$ cat src/rtl/bp_be_retire_pair_ctrl.sv
// Dual-lane in-order retire sequencer: shadows both issue lanes to the retire stage,
// squashes lane 2 behind a trapping/serializing lane 1, and applies kill/flush.
module bp_be_retire_pair_ctrl
  #(parameter int dpath_width_gp     = 64
  , parameter int retire_stages_p    = 4
  , parameter int exception_width_lp = 16
  , parameter int special_width_lp   = 8
  )
  (input  logic                          clk_i
  , input  logic                          reset_i
  , input  logic                          issue_v_i
  , input  logic                          issue_v_i2
  , input  logic                          issue_queue_v_i
  , input  logic                          issue_queue_v_i2
  , input  logic [exception_width_lp-1:0] issue_exception_i
  , input  logic [exception_width_lp-1:0] issue_exception_i2
  , input  logic                          late_exception_v_i
  , input  logic                          late_exception_v_i2
  , input  logic [exception_width_lp-1:0] late_exception_i
  , input  logic [exception_width_lp-1:0] late_exception_i2
  , input  logic [special_width_lp-1:0]   issue_special_i
  , input  logic [special_width_lp-1:0]   issue_special_i2
  , input  logic [dpath_width_gp-1:0]     wb_data_i
  , input  logic [dpath_width_gp-1:0]     wb_data_i2
  , input  logic                          flush_i
  , output logic                          retire_v_o
  , output logic                          retire_v_o2
  , output logic                          retire_queue_v_o
  , output logic                          retire_queue_v_o2
  , output logic [dpath_width_gp-1:0]     retire_data_o
  , output logic [dpath_width_gp-1:0]     retire_data_o2
  , output logic [exception_width_lp-1:0] retire_exception_o
  , output logic [exception_width_lp-1:0] retire_exception_o2
  , output logic [special_width_lp-1:0]   retire_special_o
  , output logic [special_width_lp-1:0]   retire_special_o2
  , output logic                          kill_o
  , output logic [1:0]                    retire_count_o
  , output logic [63:0]                   instret_o
  );

  localparam int last_lp = retire_stages_p - 1;
  localparam int late_lp = retire_stages_p - 2;

  // Index 0 is lane 1 (older), index 1 is lane 2.
  logic [1:0][retire_stages_p-1:0]                         v_r, v_nxt_s;
  logic [1:0][retire_stages_p-1:0]                         q_r, q_nxt_s;
  logic [1:0][retire_stages_p-1:0][exception_width_lp-1:0] exc_r, exc_nxt_s;
  logic [1:0][retire_stages_p-1:0][special_width_lp-1:0]   spec_r, spec_nxt_s;
  logic [63:0]                                             instret_r;

  logic [1:0]                         issue_v_s, issue_q_s, late_v_s;
  logic [1:0][exception_width_lp-1:0] issue_exc_s, late_exc_s;
  logic [1:0][special_width_lp-1:0]   issue_spec_s;
  logic                               ser_s, go2_s, clear_s;
  logic                               inc1_s, inc2_s;
  logic [1:0]                         inc_s;

  assign issue_v_s    = {issue_v_i2, issue_v_i};
  assign issue_q_s    = {issue_queue_v_i2, issue_queue_v_i};
  assign issue_exc_s  = {issue_exception_i2, issue_exception_i};
  assign issue_spec_s = {issue_special_i2, issue_special_i};
  assign late_v_s     = {late_exception_v_i2, late_exception_v_i};
  assign late_exc_s   = {late_exception_i2, late_exception_i};

  // Serialize/squash decision from the retire-stage entries.
  always_comb begin
    ser_s  = v_r[0][last_lp] & ((|exc_r[0][last_lp]) | (|spec_r[0][last_lp]));
    go2_s  = v_r[1][last_lp] & ~ser_s;
    inc1_s = v_r[0][last_lp] & ~(|exc_r[0][last_lp]);
    inc2_s = go2_s & ~(|exc_r[1][last_lp]);
  end

  // A kill or flush drops every entry behind the retire stage plus this cycle's issue.
  assign clear_s = ser_s | flush_i;
  assign inc_s   = {1'b0, inc1_s} + {1'b0, inc2_s};

  // Shadow pipeline next state, with late exceptions merged on the way into the retire stage.
  always_comb begin
    v_nxt_s    = v_r;
    q_nxt_s    = q_r;
    exc_nxt_s  = exc_r;
    spec_nxt_s = spec_r;
    for (int l = 0; l < 2; l++) begin
      v_nxt_s[l][0]    = issue_v_s[l] & ~clear_s;
      q_nxt_s[l][0]    = issue_q_s[l];
      exc_nxt_s[l][0]  = issue_exc_s[l];
      spec_nxt_s[l][0] = issue_spec_s[l];
      for (int s = 1; s < retire_stages_p; s++) begin
        v_nxt_s[l][s]    = v_r[l][s-1] & ~clear_s;
        q_nxt_s[l][s]    = q_r[l][s-1];
        exc_nxt_s[l][s]  = exc_r[l][s-1];
        spec_nxt_s[l][s] = spec_r[l][s-1];
      end
      exc_nxt_s[l][last_lp] = exc_r[l][late_lp]
                              | (late_v_s[l] ? late_exc_s[l] : {exception_width_lp{1'b0}});
    end
  end

  // Stage registers and retired-instruction counter.
  always_ff @(posedge clk_i or negedge reset_i) begin
    if (!reset_i) begin
      v_r       <= '0;
      q_r       <= '0;
      exc_r     <= '0;
      spec_r    <= '0;
      instret_r <= 64'd0;
    end else begin
      v_r       <= v_nxt_s;
      q_r       <= q_nxt_s;
      exc_r     <= exc_nxt_s;
      spec_r    <= spec_nxt_s;
      instret_r <= instret_r + {62'd0, inc_s};
    end
  end

  // Retire outputs are combinational from the retire stage and writeback data.
  always_comb begin
    retire_v_o       = v_r[0][last_lp];
    retire_queue_v_o = v_r[0][last_lp] & q_r[0][last_lp];
    retire_data_o    = wb_data_i;
    if (v_r[0][last_lp]) begin
      retire_exception_o = exc_r[0][last_lp];
    end else begin
      retire_exception_o = {exception_width_lp{1'b0}};
    end
    if (v_r[0][last_lp] & ~(|exc_r[0][last_lp])) begin
      retire_special_o = spec_r[0][last_lp];
    end else begin
      retire_special_o = {special_width_lp{1'b0}};
    end
    if (go2_s) begin
      retire_v_o2         = 1'b1;
      retire_queue_v_o2   = q_r[1][last_lp];
      retire_data_o2      = wb_data_i2;
      retire_exception_o2 = exc_r[1][last_lp];
      retire_special_o2   = spec_r[1][last_lp];
    end else begin
      retire_v_o2         = 1'b0;
      retire_queue_v_o2   = 1'b0;
      retire_data_o2      = {dpath_width_gp{1'b0}};
      retire_exception_o2 = {exception_width_lp{1'b0}};
      retire_special_o2   = {special_width_lp{1'b0}};
    end
  end

  assign kill_o         = ser_s;
  assign retire_count_o = {1'b0, retire_v_o} + {1'b0, retire_v_o2};
  assign instret_o      = instret_r;

endmodule

$ cat config.mk
export PLATFORM = sky130hd
export DESIGN_NAME = bp_be_retire_pair_ctrl
export DESIGN_NICKNAME = d
export VERILOG_FILES = /design/src/rtl/bp_be_retire_pair_ctrl.sv
export SDC_FILE = /design/constraint.sdc
export NUM_CORES = 1
export LEC_CHECK = 0
export CAP_MARGIN = 10
export CORE_AREA = 2 2 182 184
export CTS_CLUSTER_SIZE = 20
export DETAILED_ROUTE_END_ITERATION = 12
export DIE_AREA = 0 0 184 186
export PLACE_DENSITY = 0.74
export SLEW_MARGIN = 15
export SYNTH_ARGS = -nofsm -noshare
export SYNTH_HDL_FRONTEND = slang
export SYNTH_SLANG_ARGS = --single-unit
$ cat constraint.sdc
create_clock -name clk_i -period 8.8 [get_ports clk_i]
set_input_delay 1.76 -clock clk_i [delete_from_list [all_inputs] [get_ports clk_i]]
set_output_delay 1.76 -clock clk_i [all_outputs]
set_load 0.03 [all_outputs]
==> qor.txt <==
Maximum vdd drop - 0.166 mV
Hold Buf Count CTS - 0
Die Span X - 184 µm
Static Leak - 6.07 nW
Hpwl dp - 22,400 µm
Final Hold Viols - 0
Final worst-path cycle share - 61.4%
Fraction of registers with async set/reset - 100%
Post-synth EDFFs - 0
Htree depth - 1
Share of cells above drive strength 1 - 5.37%
Final Max Tran Viols - 0
Post-route setup TNS - 0 ns
Buf/Inv on CP - 2
Worst slew pin tran - 0.983 ns
Crit path capture type - output port
Outcome - finished clean
CTS Buf Count - 27
Crit path launch type - flop
Critical path's slowest cell - clkdlybuf4s50_1
Total track usage - 16.0%
Placeable Area - 32,200 µm²
Post-layout min period - 5.41 ns
Area contributors post-synth - dfrtp_1, and2_1, buf_4
I/O Buffers - 335
I/O pin count - 464
DR WL/cell - 19.6 µm
Via density - 4.41
Commonest non-fill, non-tap cell in the layout - clkdlybuf4s50_1
Die area - 34,200 µm²
Setup WS pre-CTS - 3.76 ns
Sequential area share after synthesis - 69.0%
Crit-path max cell delay - 0.74 ns
CP top delay family - buffers and inverters
Wirelength, routed - 28,500 µm
Crit Path Category - reg -> out
RSZ-0062 raised after global routing - false
Die Y - 186 µm
Final nets - 1,243
Mapped cell area - 9860 µm²
Syn Inst Count - 740
Pwr dens - 182 nW/µm²
Slew margin rel. - 34.3%
Most frequent cells in the layout - clkdlybuf4s50_1, dfrtp_1, and2_1, a21o_1, xnor2_1
Ys flop type - dfrtp_1
Syn_nets - 960
HP Class - reg -> reg
Post-CTS sizing - 0
Crit Path Max Fanout - 91
Starting Density - 30.6%
Via Count - 6,427
Worst clock skew - 0.0114 ns
Worst-Skew Late Latency - 0.52 ns
CP Data Arrival Time - 3.65 ns
Yosys cell types - 30
DRT iter0 DRCs - 225
Area share of the largest cell type after synthesis - 69.0%
Max cap viols - 0
Syn_area_per_cell - 13.3 µm²
Worst Setup Slack, final - 3.39 ns
Clock transition at path regs - 0.06 ns
CP Cell Sequence - nor4_1 -> nand4_1 -> o21a_1 -> nor2b_4 -> buf_4 -> and2_1 -> clkdlybuf4s50_1
Residual DRC - 0
Worst Path Required - 7.04 ns
Vias in the first global route - 6,587
Final setup violation count - 0
CTS tree - yes
Root buf cell - clkbuf_16
Post-DRT Antenna Nets - 0
First-pass GRT wire length - 40,500 µm
Number of synthesis warnings - 0
Layout area overhead - 43.2%
Fillcell total - 2,900
Largest net degree at the start of global routing - 161
Initial antenna violation count - 7
Clock sink total - 272
GR Overflow Total - 0
Fmax - 0.185 GHz
Detailed Routing Iterations Pass 1 - 4
Rows - 66
Flops & latches, synth - 272
Post-CTS setup repair buffer count - 0
CTS max path bufs - 3
Area leader, netlist - dfrtp_1
GPL Wtd Cong - 0.829
-- registers in the layout, indices dropped and copies added, names as in the netlist --
| signal | flops |
|---|---|
| exc_nxt_s | 64 |
| exc_r | 64 |
| instret_o | 64 |
| q_nxt_s | 6 |
| q_r | 2 |
| retire_v_o | 1 |
| spec_nxt_s | 48 |
| spec_r | 16 |
| v_r | 7 |
-- cell type report --
cell class,count,area (µm²),share of cell area [%]
antenna,6,15.0,0.106
clock buffer,37,793,5.62
clock inverter,12,104,0.735
inverter,11,41.3,0.292
multi-input combinational,374,2470,17.5
sequential,272,6810,48.2
tap,408,510,3.61
timing repair buffer,337,3390,24.0
-- cells in the mapped netlist (2+ instances only) --
cell type / instances
nand2_1: 23
and4_1: 6
dfrtp_1: 272
a21o_1: 32
and3_1: 10
buf_4: 64
nor4_1: 16
ha_1: 2
or3_1: 4
inv_1: 11
xor2_1: 30
and2_1: 123
or4_1: 4
clkbuf_1: 16
nand4_1: 19
nor4b_1: 3
or2_2: 2
buf_2: 2
xnor2_1: 31
nand3_1: 25
nor2_1: 18
nor3_1: 18
nand4b_1: 2
-- routing by layer --
| metal | part of all wire, % | global-route usage (%) | vias to the layer above |
|---|---|---|---|
| met5 | 0.046 | 0 | - |
| met4 | 2.9 | 6.05 | 2 |
| met3 | 9.5 | 5.24 | 48 |
| met2 | 54 | 30.5 | 314 |
| met1 | 33 | 16.0 | 3122 |
| li1 | - | - | 2941 |
-- worst reg2reg max path, delay by kind of cell, from the launching register on --
family	cells	cell delay [ns]
xor+xnor	1	0.14
fa+ha+maj	2	0.65
simple gates	7	2.90
buf+inv	2	0.27
flops	1	0.38
-- kinds of logic after synthesis --
| family | share of synthesized area (%) |
|---|---|
| buffers and inverters | 6.05 |
| and+or+nand+nor | 16.4 |
| DFF | 69.0 |
| adders and majority gates | 0.457 |
| xor gates and xnor gates | 5.58 |
| AOI/OAI and AO/OA | 2.51 |
-- through the flow --
step	total power, mW	hold slack (ns)	area (µm²)	cells	util, %
2_1_floorplan	1.41	0.331	9860	740	-
3_3_place_gp	1.47	0.332	13200	1402	41.0
3_5_place_dp	1.48	0.335	13200	1402	41.0
4_1_cts	2.61	0.341	14100	1451	43.8
5_1_grt	2.68	0.333	14100	1455	43.8
6_report	2.57	0.342	14100	1457	43.9
-- report_power, final --
part	internal (mW)	switching, mW	total [mW]
clock	0.661	0.464	1.12
sequential	1.30	0.0172	1.32
combinational	0.0775	0.0548	0.132
total	2.04	0.536	2.57
-- final timing paths --
kind | startpoint | to | slack [ns] | depth (start not counted)
worst min register to register | spec_nxt_s[10] | spec_nxt_s[18] | 0.34 | 0
max in group asynchronous | reset_i | spec_r[24] | 6.17 | 2
min in group asynchronous | reset_i | exc_nxt_s[17] | 1.27 | 1
worst max register to register | exc_r[57] | instret_o[40] | 4.35 | 12
worst min-delay path | spec_nxt_s[10] | spec_nxt_s[18] | 0.34 | 0
worst max-delay path | exc_r[57] | retire_data_o2[9] | 3.39 | 7
No activity file was read; power rests on OpenSTA's default activity.
